==> src/rtl/btb_pkg.sv <==
// Shared types and constants for the branch target buffer.
package btb_pkg;
    localparam int ENTRIES_DEF = 8;
    localparam int IDX_W_DEF   = $clog2(ENTRIES_DEF);

    typedef logic [1:0] ctr_t;
    localparam ctr_t CTR_INIT = 2'b10;

    // Two-bit saturating counter step toward the resolved direction.
    function automatic ctr_t ctr_next(input ctr_t c, input logic taken);
        if (taken) return (c == 2'b11) ? c : c + 2'b01;
        else       return (c == 2'b00) ? c : c - 2'b01;
    endfunction
endpackage

==> src/rtl/btb_array_cell.sv <==
// Address/target store for one BTB entry; unreset, masked by the entry valid bit.
module BTB_cell (
    input  logic        clk,
    input  logic        update,
    input  logic [31:0] pc_in,
    input  logic [31:0] target_in,
    output logic [31:0] pc,
    output logic [31:0] target
);
    // Capture address and target only when this entry is written.
    always_ff @(posedge clk) begin
        if (update) begin
            pc     <= pc_in;
            target <= target_in;
        end
    end
endmodule

==> src/rtl/btb_array.sv <==
// Fully-associative BTB with 2-bit direction counters and round-robin replacement.
module btb_array
    import btb_pkg::*;
#(
    parameter int ENTRIES = ENTRIES_DEF
) (
    input  logic        clk,
    input  logic        rst,
    input  logic        flush,
    input  logic [31:0] lookup_pc,
    output logic        hit,
    output logic        predict_taken,
    output logic [31:0] predict_target,
    input  logic        update_valid,
    input  logic [31:0] update_pc,
    input  logic [31:0] update_target,
    input  logic        update_taken
);
    localparam int IDX_W = $clog2(ENTRIES);

    logic [ENTRIES-1:0]        valid;
    ctr_t                      ctr [ENTRIES];
    logic [IDX_W-1:0]          ptr;
    logic                      upd_en;   // low for the first edge after reset release
    logic [ENTRIES-1:0][31:0]  pc_q;
    logic [ENTRIES-1:0][31:0]  tgt_q;
    logic [ENTRIES-1:0]        we;

    logic                      l_hit, u_hit, all_valid;
    logic [IDX_W-1:0]          l_idx, u_idx, a_idx;

    for (genvar i = 0; i < ENTRIES; i++) begin : g_cell
        BTB_cell u_cell (
            .clk       (clk),
            .update    (we[i]),
            .pc_in     (update_pc),
            .target_in (update_target),
            .pc        (pc_q[i]),
            .target    (tgt_q[i])
        );
    end

    // Match search: scan high to low so the lowest index wins; also pick alloc slot.
    always_comb begin
        l_hit     = 1'b0;
        l_idx     = '0;
        u_hit     = 1'b0;
        u_idx     = '0;
        a_idx     = ptr;
        all_valid = &valid;
        for (int i = ENTRIES - 1; i >= 0; i--) begin
            if (valid[i] && pc_q[i] == lookup_pc) begin
                l_hit = 1'b1;
                l_idx = IDX_W'(i);
            end
            if (valid[i] && pc_q[i] == update_pc) begin
                u_hit = 1'b1;
                u_idx = IDX_W'(i);
            end
            if (!valid[i]) a_idx = IDX_W'(i);
        end
    end

    assign hit            = l_hit & ~rst;
    assign predict_taken  = hit & ctr[l_idx][1];
    assign predict_target = hit ? tgt_q[l_idx] : 32'h0;

    // Storage write enable: taken hit rewrites target, taken miss allocates.
    always_comb begin
        we = '0;
        if (upd_en && !rst && !flush && update_valid && update_taken)
            we[u_hit ? u_idx : a_idx] = 1'b1;
    end

    // Valid bits, counters and replacement pointer.
    always_ff @(posedge clk or posedge rst) begin
        if (rst) begin
            valid  <= '0;
            ptr    <= '0;
            upd_en <= 1'b0;
            for (int i = 0; i < ENTRIES; i++) ctr[i] <= 2'b00;
        end else begin
            upd_en <= 1'b1;
            if (flush) begin
                valid <= '0;
                ptr   <= '0;
            end else if (update_valid && upd_en) begin
                if (u_hit) begin
                    ctr[u_idx] <= ctr_next(ctr[u_idx], update_taken);
                end else if (update_taken) begin
                    valid[a_idx] <= 1'b1;
                    ctr[a_idx]   <= CTR_INIT;
                    if (all_valid) ptr <= ptr + 1'b1;
                end
            end
        end
    end
endmodule

==> config.mk <==
export PLATFORM = sky130hd
export DESIGN_NAME = btb_array
export DESIGN_NICKNAME = d
export VERILOG_FILES = /design/src/rtl/btb_pkg.sv /design/src/rtl/btb_array_cell.sv /design/src/rtl/btb_array.sv
export SDC_FILE = /design/constraint.sdc
export NUM_CORES = 1
export LEC_CHECK = 0
export CELL_PAD_IN_SITES_DETAIL_PLACEMENT = 0
export CELL_PAD_IN_SITES_GLOBAL_PLACEMENT = 2
export CORE_MARGIN = 2
export CORE_UTILIZATION = 34
export CTS_CLUSTER_DIAMETER = 50
export DETAILED_ROUTE_END_ITERATION = 6
export PLACE_DENSITY = 0.67
export SETUP_SLACK_MARGIN = 0.3
export SYNTH_ARGS = -nofsm -noshare
export SYNTH_HDL_FRONTEND = slang
export SYNTH_SLANG_ARGS = --single-unit
==> constraint.sdc <==
create_clock -name clk -period 7.22 [get_ports clk]
set_input_delay 1.444 -clock clk [delete_from_list [all_inputs] [get_ports clk]]
set_output_delay 1.444 -clock clk [all_outputs]
set_load 0.005 [all_outputs]
==> impl_metrics.py, run 1 <==
metrics = {
    "logic_synthesis": {
        "yosys-top-cells-area": "edfxtp_1, xor2_1, mux2i_1",
        "ys.flop_type": "edfxtp_1",
        "ys_seq_elements": 540,
        "postSynthAreaPerCell_um2": 13.2,
        "syn_area_um2": 27500,
        "yosys.cell_types.count": 71,
        "yosysTopAreaCell": "edfxtp_1",
        "synth_nets": 2188,
        "yosysTopAreaCellShare_pct": 55.9,
        "async_flop_share_pct": 5.19,
        "synth_edf_count": 512,
        "ys_warn_count": 0,
        "synth-seq-area-share_pct": 58.5,
        "syn_inst": 2086,
    },
    "worst_setup_path": {
        "cp_top_family": "simple AND/OR/NAND/NOR gates",
        "cp_num_buf_inv": 7,
        "cpMaxStageDelayCell": "or4_4",
        "crit_fanout": 8,
        "cpPeakStageDelay_ns": 0.50,
        "path_class": "in -> out",
        "crit_cells": 18,
        "cp-start-kind": "input pin",
        "cp.arrival_ns": 5.38,
        "r2r_cells": 12,
        "crit_path_end_kind": "primary output",
        "crit_path_cell_trace": "dlygate4sd2_1 > xor2_1 > or4_1 > or4_1 > or4_4 > nand2_1 > o21ai_1 > and3_4 > buf_12 > buf_12 > buf_4 > buf_12 > buf_12 > mux2i_4 > mux2i_1 > mux2i_1 > nor2_1 > dlygate4sd2_1",
        "crit_required_ns": 5.78,
        "cpMostUsedCell": "buf_12",
    },
    "worst_hold_path": {
        "holdCritPathClass": "reg -> reg",
        "hold_path_depth": 2,
    },
    "route": {
        "vias": 18988,
        "drt_iter0_markers": 1712,
        "wl_met1_mm": 44.0,
        "drt-total-wl_mm": 102,
        "routedWlPerCell_um": 28.8,
        "highest_layer": "met5",
        "dr.pass1.iters": 5,
        "wl_met2_mm": 47.7,
        "met3WireLength_mm": 5.87,
        "viasPerCell": 5.37,
        "ant_nets": 0,
        "drc": 0,
    },
    "power": {
        "p_leak_nw": 12.5,
        "ir_drop_uv": 177,
        "total_power_mw": 7.87,
        "p_seq_share_pct": 43.7,
        "combPwrFrac_pct": 7.4,
        "pwr_density_cell_nw_per_um2": 226,
        "p_clk_share_pct": 48.9,
        "p_sw_share_pct": 24.6,
        "internal-power_mw": 5.93,
        "p_sw_mw": 1.94,
    },
    "layout": {
        "layout.nets": 2519,
        "layoutNonFillerInstCount": 3537,
        "syn_to_final_growth_pct": 26.8,
        "utilization_pct": 43.4,
        "drive_above_1_share_pct": 16.2,
    },
    "clocking": {
        "clk_latency_ns": 0.65,
        "cts-htree-levels": 3,
        "cts_root_buf": "clkbuf_16",
        "path_clk_slew_ns": 0.05,
        "hold_buffers": 0,
        "tritoncts": "done",
        "clock_sinks": 540,
        "numCtsBuffers": 80,
        "cts_buffer_depth": 3,
    },
    "timing": {
        "fin_ws_ns": 0.391,
        "slew_headroom_pct": 21.2,
        "hold_violations": 0,
        "final_max_slew_viol_count": 0,
        "fin_skew_ns": 0.0443,
        "fin_crit_sh_pct": 94.6,
        "fin_crit_ns": 6.83,
        "worst_pin_slew_ns": 1.18,
        "fin_hold_ws_ns": 0.486,
        "fmax_ghz": 0.146,
        "setup_viol": 0,
        "rsz0062_at_grt": "yes",
    },
    "global_route": {
        "grt_pass1_vias": 19509,
        "grt_usage_pct": 24.5,
        "grt_start_max_net_pins": 65,
        "antenna_found_initial": 4,
        "grt_pass1_wl_mm": 144,
        "grt-ovfl-total": 0,
    },
    "status": {
        "status": "completed",
    },
    "die": {
        "die_x_um": 288,
        "die-height_um": 288,
        "row_count": 104,
        "dieArea_um2": 83100,
        "start_util_pct": 34.2,
        "core-area_um2": 80300,
        "ioPinCount": 135,
    },
    "placed_design": {
        "dpl.hpwl_mm": 71.3,
        "gp_congestion": 0.936,
        "port_buffers": 134,
        "post-place-ws_ns": -0.533,
        "dp.cells": 3358,
    },
    "run": {
        "max_cap_viol_count": 0,
    },
}
-- worst paths after layout --
check	startpoint	to	slack, ns
worst max-delay path	lookup_pc[3]	predict_target[29]	0.39
worst min-delay path	ctr[2]	ctr[2]	0.49
worst max register to register	g_cell[0].u_cell.pc[0]	g_cell[2].u_cell.target[17]	3.14
worst min register to register	ctr[2]	ctr[2]	0.49
max in group asynchronous	rst	valid[7]	5.50
min in group asynchronous	rst	ctr[3]	1.40
-- timing repair --
action,CTS,global route
setup endpoints to repair,33,33
resized for setup,62,41
buffers inserted,23,6
pin swaps,11,12
cloned,8,0
-- cell families after synthesis --
| group | after synthesis | synth area share (%) |
|---|---|---|
| adders and majority gates | 3 | 0.127 |
| xor gates and xnor gates | 512 | 16.3 |
| DFF | 540 | 58.5 |
| other | 1 | 0.0136 |
| muxes | 236 | 8.60 |
| AOI/OAI and AO/OA | 79 | 2.02 |
| buffers and inverters | 125 | 2.54 |
| and+or+nand+nor | 590 | 11.9 |
-- cells in the mapped netlist (4+ instances only) --
cell type,number
edfxtp_1,512
o21ai_0,14
buf_2,39
nand4_1,81
nand3_1,33
o21a_1,4
or3_1,6
xor2_1,301
clkbuf_1,29
nor3_1,36
dfrtp_1,28
nand2_1,91
or4_4,4
xnor2_1,211
or4_1,18
nor4b_1,13
nand2b_1,10
a2111oi_0,4
o211ai_1,5
nor4_1,125
buf_4,18
nand4b_1,19
mux2i_1,234
nor2_1,118
and3_1,5
o31ai_2,4
a21oi_1,12
o21ai_1,12
and4_1,4
buf_6,15
nor2b_1,4
inv_1,21
-- registers in the layout (all words and copies together) (netlist names) --
signal                flops
upd_en                    1
ctr                      16
valid                     8
g_cell.u_cell.target    256
ptr                       3
g_cell.u_cell.pc        256
-- placed cells by master (no fill, tap or decap), types with 27 or more instances in the layout --
master | synthesis | routed
buf_12 | 0 | 47
buf_4 | 18 | 154
clkbuf_16 | 0 | 80
clkdlybuf4s50_1 | 0 | 80
dfrtp_1 | 28 | 28
dlygate4sd2_1 | 0 | 27
edfxtp_1 | 512 | 512
mux2i_1 | 234 | 232
nand2_1 | 91 | 90
nand3_1 | 33 | 33
nand4_1 | 81 | 81
nor2_1 | 118 | 109
nor3_1 | 36 | 36
nor4_1 | 125 | 124
xnor2_1 | 211 | 206
xor2_1 | 301 | 300
-- worst reg2reg max path, cell delays in order, from the launching register on --
cell	delay (ns)
edfxtp_1	0.42
xor2_1	0.24
nor4_1	0.33
nand4_1	0.20
or4_1	0.75
nand4_2	0.21
or3_1	0.34
nor2_1	0.11
nor2_1	0.15
nand2_1	0.15
nor2_4	0.38
buf_12	0.27
buf_12	0.21
-- per-layer routing --
| metal | GRT usage (%) | vias to the layer above |
|---|---|---|
| li1 | - | 8437 |
| met1 | 32.7 | 9666 |
| met2 | 39.8 | 683 |
| met3 | 3.63 | 198 |
| met4 | 10.0 | 4 |
| met5 | 0 | - |
-- through the flow --
stage	cell area (um2)	TNS, ns
2_1_floorplan	27500	0
3_3_place_gp	31500	-17.95
3_5_place_dp	31500	-15.34
4_1_cts	34700	0
5_1_grt	34900	0
6_report	34900	0
-- power groups by stage --
stage / clock, mW / sequential (mW) / combinational (mW)
finish: 3.85 / 3.44 / 0.582
global route: 4.05 / 3.44 / 0.603
CTS: 3.93 / 3.44 / 0.569
detailed placement: 0 / 3.50 / 0.562
global placement: 0 / 3.50 / 0.567
floorplan: 0 / 3.50 / 0.243
-- final cells by class --
| class | instances | area [um2] |
|---|---|---|
| timing repair buffer | 353 | 3820 |
| fill | 7430 | 45400 |
| inverter | 21 | 78.8 |
| antenna | 1 | 2.50 |
| tap | 1060 | 1330 |
| clock inverter | 49 | 598 |
| clock buffer | 92 | 2050 |
| multi-input combinational | 1421 | 10900 |
| sequential | 540 | 16100 |
Power figures use the tool's default switching activity.
==> run 2: changes to the inputs <==
--- a/config.mk
+++ b/config.mk
@@ -7,9 +7,10 @@
 export LEC_CHECK = 0
 export CELL_PAD_IN_SITES_DETAIL_PLACEMENT = 0
 export CELL_PAD_IN_SITES_GLOBAL_PLACEMENT = 2
-export CORE_MARGIN = 2
+export CORE_ASPECT_RATIO = 2
 export CORE_UTILIZATION = 34
 export CTS_CLUSTER_DIAMETER = 50
+export CTS_CLUSTER_SIZE = 14
 export DETAILED_ROUTE_END_ITERATION = 6
 export PLACE_DENSITY = 0.67
 export SETUP_SLACK_MARGIN = 0.3
==> impl_metrics.py, run 2 (same netlist as run 1, synthesis figures left out) <==
metrics = {
    "status": {
        "status": "completed",
    },
    "clocking": {
        "cts_root_buf": "clkbuf_16",
        "clk_latency_ns": 0.65,
        "numCtsBuffers": 51,
        "cts_buffer_depth": 3,
        "clock_sinks": 540,
        "path_clk_slew_ns": 0.07,
        "hold_buffers": 0,
        "tritoncts": "done",
        "cts-htree-levels": 2,
    },
    "layout": {
        "reg_top3": "g_cell.u_cell.pc (256), g_cell.u_cell.target (256), ctr (16)",
        "drive_above_1_share_pct": 17.7,
        "layout.nets": 2561,
        "mostFrequentLayoutCell": "edfxtp_1",
        "syn_to_final_growth_pct": 24.9,
        "fin_area_um2": 34300,
        "mostFrequentLayoutCells": "edfxtp_1, xor2_1, mux2i_1",
        "fill_cells": 7573,
        "layoutNonFillerInstCount": 3530,
    },
    "worst_setup_path": {
        "crit_path_end_kind": "primary output",
        "cpMaxStageDelayCell": "clkdlybuf4s50_1",
        "r2r_cells": 11,
        "cp-start-kind": "input pin",
        "crit_fanout": 6,
        "cp.arrival_ns": 5.45,
        "regToRegSetupSlack_ns": 2.91,
        "crit_start": "lookup_pc[1]",
        "rr_startpoint": "g_cell[7].u_cell.pc[8]",
        "path_class": "in -> out",
        "cpPeakStageDelay_ns": 0.51,
        "endpoint": "predict_target[14]",
        "crit_path_cell_trace": "clkdlybuf4s50_1 > buf_12 > xor2_1 > or4_1 > or4_4 > or4_1 > o21ai_1 > a21boi_1 > o21ai_2 > nand2_4 > buf_4 > buf_4 > mux2i_1 > mux2i_1 > nor2_1 > clkdlybuf4s50_1",
        "crit_required_ns": 5.78,
        "r2r_end": "g_cell[7].u_cell.pc[11]",
    },
    "die": {
        "core-area_um2": 80200,
        "ioPinCount": 135,
        "row_count": 147,
        "die_x_um": 203,
        "die-height_um": 404,
        "start_util_pct": 34.3,
        "dieArea_um2": 82100,
    },
    "power": {
        "p_clk_share_pct": 39.7,
        "p_sw_share_pct": 25.2,
        "combPwrFrac_pct": 9.3,
        "p_sw_mw": 1.70,
        "pwr_density_cell_nw_per_um2": 196,
        "p_seq_share_pct": 51.0,
        "p_leak_nw": 12.3,
        "internal-power_mw": 5.04,
        "ir_drop_uv": 172,
    },
    "placed_design": {
        "dpl.hpwl_mm": 86.1,
        "port_buffers": 134,
        "gp_congestion": 1.03,
        "place_area_um2": 32000,
        "dp.cells": 3405,
        "post-place-ws_ns": -0.0757,
    },
    "timing": {
        "final_max_slew_viol_count": 0,
        "worst_pin_slew_ns": 1.21,
        "hold_violations": 0,
        "fin_crit_ns": 6.89,
        "fin_ws_ns": 0.328,
        "rsz0062_at_grt": "yes",
        "fmax_ghz": 0.145,
        "slew_headroom_pct": 19.3,
        "fin_crit_sh_pct": 95.5,
        "fin_skew_ns": 0.0253,
        "setup_viol": 0,
    },
    "global_route": {
        "grt-ovfl-total": 0,
        "grt_pass1_wl_mm": 158,
        "antenna_found_initial": 7,
        "grt_start_max_net_pins": 65,
        "grt_pass1_vias": 20547,
        "grt_usage_pct": 28.1,
    },
    "worst_hold_path": {
        "holdCritPathClass": "reg -> reg",
    },
    "route": {
        "routedWlPerCell_um": 32.5,
        "ant_nets": 0,
        "drc": 0,
        "drt-total-wl_mm": 115,
        "vias": 19466,
        "dr.pass1.iters": 5,
        "viasPerCell": 5.51,
        "drt_iter0_markers": 1254,
    },
    "run": {
        "max_cap_viol_count": 0,
    },
}
## run 2: cell types whose count changed in the layout (fill, tap and decap cells not counted), moves of 5 or more
| cell | delta |
|---|---|
| clkbuf_1 | -9 |
| clkinvlp_4 | -10 |
| dlygate4sd2_1 | -7 |
| dlymetal6s2s_1 | -7 |
| buf_2 | +10 |
| clkinv_2 | -7 |
| mux2i_2 | +5 |
| clkbuf_16 | -28 |
| buf_6 | +5 |
| mux2i_4 | +6 |
| mux2i_1 | -11 |
| buf_4 | +62 |
## run 2: routing by layer
metal  GRT usage (%)  wire (um)  vias to the layer above  share of wire (%)
met1            27.8      38600                     9818                 34
met2            50.9      59300                      787                 52
met3            4.70       5410                      372                4.7
met4            23.2      11400                       10                 10
met5               0         64                        -              0.056
li1                -          -                     8479                  -
## run 2: critical path: cells and delay by family
family          cells  cell delay (ns)
compound gates      3             0.42
mux                 2             0.31
buf+inv             5             1.44
xor+xnor            1             0.18
simple gates        5             1.63
## run 2: cell type report
type / count / area, um2 / share of cell area, %
inverters: 21 / 78.8 / 0.230
repair buffers: 424 / 4330 / 12.6
diodes: 3 / 7.51 / 0.0219
clock inverters: 23 / 240 / 0.699
multi-input cells: 1421 / 11000 / 32.0
clock buffers: 55 / 1310 / 3.82
well taps: 1043 / 1310 / 3.80
flip-flops and latches: 540 / 16100 / 46.8
## run 2: worst min-delay path by stage
stage                        from       to  slack (ns)  cells past startpoint
after floorplan            ctr[6]   ctr[6]        0.45                      2
after global placement     ctr[2]   ctr[2]        0.48                      2
after CTS                 ctr[10]  ctr[10]        0.50                      2
final                     ctr[10]  ctr[10]        0.50                      2
after global routing      ctr[10]  ctr[10]        0.52                      2
after detailed placement   ctr[8]   ctr[8]        0.48                      2
## run 2: through the flow
step / power, mW / utilization (%) / TNS [ns] / hold slack [ns]
after floorplan: 3.75 / - / 0 / 0.448
after global placement: 4.11 / 39.8 / -0.787 / 0.477
after detailed placement: 4.11 / 39.8 / -0.356 / 0.478
after CTS: 6.78 / 42.5 / 0 / 0.503
after global routing: 6.88 / 42.8 / 0 / 0.522
final: 6.74 / 42.8 / 0 / 0.502
## run 2: repair_timing
item                       CTS  global route
resized for setup           80            49
setup endpoints to repair   34            32
buffers inserted            22            15
cloned                       7             0
pin swaps                    8            12
## run 2: power groups by stage
| stage | Combinational (mW) | Sequential [mW] | Clock [mW] |
|---|---|---|---|
| after CTS | 0.611 | 3.44 | 2.73 |
| after detailed placement | 0.607 | 3.50 | 0 |
| after global routing | 0.639 | 3.44 | 2.81 |
| after global placement | 0.610 | 3.50 | 0 |
| final | 0.624 | 3.44 | 2.67 |
| after floorplan | 0.243 | 3.50 | 0 |
==> run 3: changes to the inputs <==
--- a/config.mk
+++ b/config.mk
@@ -10,7 +10,7 @@
 export CORE_ASPECT_RATIO = 2
 export CORE_UTILIZATION = 34
 export CTS_CLUSTER_DIAMETER = 50
-export CTS_CLUSTER_SIZE = 14
+export CTS_CLUSTER_SIZE = 12
 export DETAILED_ROUTE_END_ITERATION = 6
 export PLACE_DENSITY = 0.67
 export SETUP_SLACK_MARGIN = 0.3
==> impl_metrics.py, run 3 (same netlist as run 1, synthesis figures left out) <==
metrics = {
    "worst_setup_path": {
        "cpMaxStageDelayCell": "or4_1",
        "cpPeakStageDelay_ns": 0.54,
        "cp-start-kind": "input pin",
        "crit_path_end_kind": "primary output",
        "cp.arrival_ns": 5.37,
        "cp_num_buf_inv": 10,
        "cpMostUsedCell": "buf_4",
        "path_class": "in -> out",
        "crit_path_cell_trace": "clkdlybuf4s50_1 > buf_6 > buf_4 > xnor2_1 > nand4_1 > or4_1 > or4_4 > and3_4 > buf_4 > buf_6 > buf_12 > buf_16 > buf_12 > mux2i_4 > mux2i_1 > mux2i_1 > buf_4 > nor2_1 > clkbuf_2",
        "crit_fanout": 4,
        "cp_top_family": "buffers and inverters",
        "crit_required_ns": 5.78,
    },
    "layout": {
        "fill_cells": 7556,
        "mostFrequentLayoutCell": "edfxtp_1",
        "reg_top3": "g_cell.u_cell.pc (256), g_cell.u_cell.target (256), ctr (16)",
        "syn_to_final_growth_pct": 26.5,
        "drive_above_1_share_pct": 18.7,
        "layoutNonFillerInstCount": 3547,
        "fin_area_um2": 34800,
        "layout.nets": 2587,
        "mostFrequentLayoutCells": "edfxtp_1, xor2_1, buf_4",
    },
    "global_route": {
        "grt_pass1_vias": 20645,
        "grt_usage_pct": 28.2,
        "antenna_found_initial": 8,
        "grt-ovfl-total": 0,
        "grt_pass1_wl_mm": 159,
        "grt_start_max_net_pins": 65,
    },
    "die": {
        "row_count": 147,
        "die_x_um": 203,
        "dieArea_um2": 82100,
        "die-height_um": 404,
        "ioPinCount": 135,
        "core-area_um2": 80200,
        "start_util_pct": 34.3,
    },
    "timing": {
        "fin_skew_ns": 0.0236,
        "worst_pin_slew_ns": 1.14,
        "rsz0062_at_grt": "yes",
        "fin_hold_ws_ns": 0.501,
        "fin_crit_sh_pct": 94.4,
        "fmax_ghz": 0.147,
        "hold_violations": 0,
        "setup_viol": 0,
        "fin_crit_ns": 6.81,
        "final_max_slew_viol_count": 0,
        "slew_headroom_pct": 23.8,
    },
    "run": {
        "max_cap_viol_count": 0,
    },
    "route": {
        "routedWlPerCell_um": 32.5,
        "ant_nets": 0,
        "vias": 19557,
        "viasPerCell": 5.51,
        "drt-total-wl_mm": 115,
        "drc": 0,
        "drt_iter0_markers": 1266,
        "dr.pass1.iters": 5,
    },
    "worst_hold_path": {
        "holdCritPathClass": "reg -> reg",
    },
    "placed_design": {
        "gp_congestion": 1.03,
        "dp.cells": 3405,
        "port_buffers": 134,
        "dpl.hpwl_mm": 86.1,
        "place_area_um2": 32000,
    },
    "power": {
        "p_clk_share_pct": 40.4,
        "p_seq_share_pct": 50.5,
        "combPwrFrac_pct": 9.2,
        "ir_drop_uv": 195,
        "p_leak_nw": 12.5,
        "p_sw_mw": 1.66,
        "internal-power_mw": 5.16,
        "p_sw_share_pct": 24.3,
        "pwr_density_cell_nw_per_um2": 196,
    },
    "clocking": {
        "tritoncts": "done",
        "clk_latency_ns": 0.65,
        "numCtsBuffers": 54,
        "cts-htree-levels": 2,
        "clock_sinks": 540,
        "cts_root_buf": "clkbuf_16",
        "path_clk_slew_ns": 0.06,
        "cts_buffer_depth": 3,
    },
    "status": {
        "status": "completed",
    },
}
-- run 3: changes by cell type in the layout (fill, tap and decap cells not counted), moves of 3 or more --
cell	delta
buf_12	+9
clkdlybuf4s15_1	+3
clkbuf_16	+4
clkbuf_2	+7
inv_6	-6
dlygate4sd2_1	-9
buf_4	+8
-- run 3: final cells by class --
class	count	area, um2	area share, %
tap	1043	1310	3.75
inverter	21	78.8	0.227
sequential	540	16100	46.2
timing repair buffer	447	4690	13.5
clock inverter	15	228	0.655
clock buffer	58	1390	3.99
multi-input combinational	1421	11000	31.6
antenna	2	5.00	0.0144
-- run 3: repair_timing --
item,in CTS,in global routing
setup endpoints to repair,34,31
resized for setup,87,72
pin swaps,8,17
gates cloned,9,1
buffers inserted,23,34
hold buffers,0,0
-- run 3: tightest hold or removal path: cells and delay by family, from the launching register on --
family	cells	cell delay (ns)
AOI/OAI and AO/OA	1	0.05
DFF	1	0.36
and+or+nand+nor	1	0.06
-- run 3: path summary, 6_finish.rpt --
| path | from | cells past startpoint | to | slack [ns] |
|---|---|---|---|---|
| setup / recovery | lookup_pc[31] | 19 | predict_target[4] | 0.41 |
| hold / removal | ctr[10] | 2 | ctr[10] | 0.50 |
| setup reg to reg | g_cell[7].u_cell.pc[8] | 11 | g_cell[5].u_cell.pc[25] | 2.91 |
| hold reg to reg | ctr[10] | 2 | ctr[10] | 0.50 |
| max in group asynchronous | rst | 3 | ptr[1] | 5.40 |
| min in group asynchronous | rst | 3 | ctr[12] | 1.51 |
-- run 3: layer usage --
metal,global-route usage [%],share of wire [%],vias to the layer above,wire length (um)
met5,0,0.074,-,85
met4,23.4,10,12,11600
met3,4.65,4.7,377,5430
met2,51.0,52,787,59500
met1,28.0,34,9866,38600
li1,-,-,8515,-
-- run 3: power by group through the flow --
stage / Combinational [mW] / Sequential (mW) / Clock [mW]
6_report: 0.626 / 3.44 / 2.75
5_1_grt: 0.641 / 3.44 / 2.90
4_1_cts: 0.611 / 3.44 / 2.82
3_5_place_dp: 0.607 / 3.50 / 0
3_3_place_gp: 0.610 / 3.50 / 0
2_1_floorplan: 0.243 / 3.50 / 0
-- run 3: through the flow --
| stage | setup TNS [ns] | setup slack [ns] | utilization (%) | power (mW) |
|---|---|---|---|---|
| after floorplan | 0 | 0.473 | - | 3.75 |
| after global placement | -0.787 | -0.115 | 39.8 | 4.11 |
| after detailed placement | -0.356 | -0.0757 | 39.8 | 4.11 |
| after CTS | 0 | 0.215 | 42.7 | 6.87 |
| after global routing | 0 | 0.202 | 43.3 | 6.98 |
| final | 0 | 0.406 | 43.3 | 6.81 |
==> patch, RTL diff (flow settings as in run 1) <==
The package constant `ENTRIES_DEF` goes from 8 to 4.
--- a/src/rtl/btb_pkg.sv
+++ b/src/rtl/btb_pkg.sv
@@ -1,6 +1,6 @@
 // Shared types and constants for the branch target buffer.
 package btb_pkg;
-    localparam int ENTRIES_DEF = 8;
+    localparam int ENTRIES_DEF = 4;
     localparam int IDX_W_DEF   = $clog2(ENTRIES_DEF);
 
     typedef logic [1:0] ctr_t;
Function: no difference found for any inputs over 4 cycles, from zero or initial values and one cycle with rst high; that may be too few to reach the edited logic, so the function may still have changed.
==> patch against run 1 <==
Sequential power shrank 50%; die area is 50% lower; total power fell by 50%; wire length down 53%; utilization shrank 0.49 points; synthesized cell count fell by 50%; cell area fell by 51%; maximum frequency is 0.13% lower; worst hold slack improved by 0.050 ns; via count shrank 50%; area after synthesis fell by 50%; sequential cell count is 269 lower; worst setup slack got worse by 0.0088 ns; final cell count is 50% lower; largest cell class unchanged; highest routed layer is now met4.
==> patch: results (changes against run 1) <==
- Outcome: completed
- CP Max Fanout: 13 (+5)
- Depth of the most critical reg-to-reg path: 9 (-3)
- Number of enable-type register cells in the synthesized netlist: 256 (-50%)
- Count of non-filler cells in the finished layout: 1751 (-50%)
- Clock latency reported for the late side of the worst-skew pair: 0.55 ns (-0.10 ns)
- Hold wc startpoint: ctr[4]
- Wirelength per Cell: 27.5 um (-4.5%)
- Pin count of the biggest net entering global routing: 57 (-12%)
- TritonCTS Buffers: 39 (-51%)
- Worst clock skew: 0.0194 ns (-0.0249 ns)
- Weighted congestion at the end of routability-driven global placement: 1.02 (+8.6%)
- Delay of the slowest critical-path stage: 0.70 ns (+0.20 ns)
- Top Family by Delay on Critical Path: buffers and inverters
- Instance count of the mapped netlist: 1041 (-50%)
- Fraction of met3 tracks used by global routing: 4.58% (+0.95 points)
- Diode insertion count for antenna repair: 0 (-1)
- Post-DR vias/cell: 5.47 (+1.8%)
- Hold WS: 0.536 ns (+0.0500 ns)
- Count of buffers from port buffering: 134 (unchanged)
- Post-DP HPWL: 36.3 mm (-49%)
- Largest registers: g_cell.u_cell.pc (128), g_cell.u_cell.target (128), ctr (8)
- Wire length on met3: 2.74 mm (-53%)
- Async SR Flop Fraction: 5.54% (+0.35 points)
- CTS HTree Levels: 2 (-1)
- Capture endpoint of the worst hold path: ctr[4]
- Routed met1 length: 22.4 mm (-49%)
- Fraction of layout instances using a drive strength above 1: 8.24% (-7.9 points)
- Start of the worst register-to-register path: g_cell[3].u_cell.pc[18]
- Least-Margin Pin Slew: 1.10 ns (-0.0764 ns)
- M1 GR Usage: 32.6% (-0.13 points)
- Synth cell types: 61 (-14%)
- IR drop worst, VDD: 0.147 mV (-17%)
- Worst reg-to-reg setup slack: 3.18 ns (+0.04 ns)
- Number of antenna violations at the first check in global routing: 2 (-2)
- Arrival time worst endpoint: 5.39 ns (about the same)
- Share of synthesized area occupied by flip-flops and latches: 59.2% (+0.76 points)
- Standard cell with the maximum stage delay on the critical path: sky130_fd_sc_hd__or4_1
- Wire length of the first global-routing pass: 68.3 mm (-53%)
- Number of buffers added for setup after CTS: 0 (-100%)
- Most instantiated cells after synthesis: sky130_fd_sc_hd__edfxtp_1, sky130_fd_sc_hd__xor2_1, sky130_fd_sc_hd__nor4_1
- WL met2: 21.5 mm (-55%)
- Net count reported at finish: 1299 (-48%)
- Gr usage total: 23.2% (-1.3 points)
- Highest routing layer actually used: met4
- Number of placed cells counting well taps: 1682 (-50%)
- Post-CTS sizing: 0 (-100%)
- Synth area leaders: sky130_fd_sc_hd__edfxtp_1, sky130_fd_sc_hd__xor2_1, sky130_fd_sc_hd__a211oi_1, sky130_fd_sc_hd__nor4_1, sky130_fd_sc_hd__xnor2_1
- Leakage power: 0.00570 uW (-54%)
==> patch: layout make-up <==
class	instances	area [sq um]
clock inverter	24	292
timing repair buffer	152	1550
tap	525	657
multi-input combinational	719	5400
inverter	15	56.3
clock buffer	45	998
fill	3732	22600
sequential	271	8060
==> patch: metrics by stage <==
stage                     area [sq um]  setup slack (ns)  power (uW)
after floorplan                  13600             0.785        1860
after global placement           15700             0.357        2040
after detailed placement         15700             0.361        2040
after CTS                        17000             0.373        3960
after global routing             17000             0.290        4040
final                            17000             0.382        3920
==> patch: kinds of logic after synthesis <==
family	after synthesis	share of synthesized area, %
and+or+nand+nor	317	14.3
DFF	271	59.2
xor gates and xnor gates	248	16.0
AOI/OAI and AO/OA	117	6.19
buffers and inverters	51	1.63
muxes	34	2.50
adders and majority gates	2	0.165
other	1	0.0276
==> patch: worst max-delay path by stage <==
stage	start	end	slack, ns	cells past startpoint
final	lookup_pc[28]	predict_target[17]	0.38	11
after global routing	lookup_pc[26]	predict_target[14]	0.29	10
after CTS	lookup_pc[26]	predict_target[3]	0.37	10
after detailed placement	lookup_pc[26]	predict_target[3]	0.36	10
after global placement	lookup_pc[26]	predict_target[18]	0.36	10
after floorplan	update_pc[1]	g_cell[2].u_cell.pc[0]	0.79	9
==> patch: worst reg2reg max path: cells and delay by family, from the launching register on <==
family | cells | cell delay [ns]
buffers and inverters | 1 | 0.38
DFF | 1 | 0.42
xor gates and xnor gates | 1 | 0.51
AOI/OAI and AO/OA | 1 | 0.28
and+or+nand+nor | 6 | 2.06
==> patch: power by group <==
group	internal (uW)	switching, uW
registers	1730	4.62
clock network	1180	730
logic	98.7	179
total	3010	913
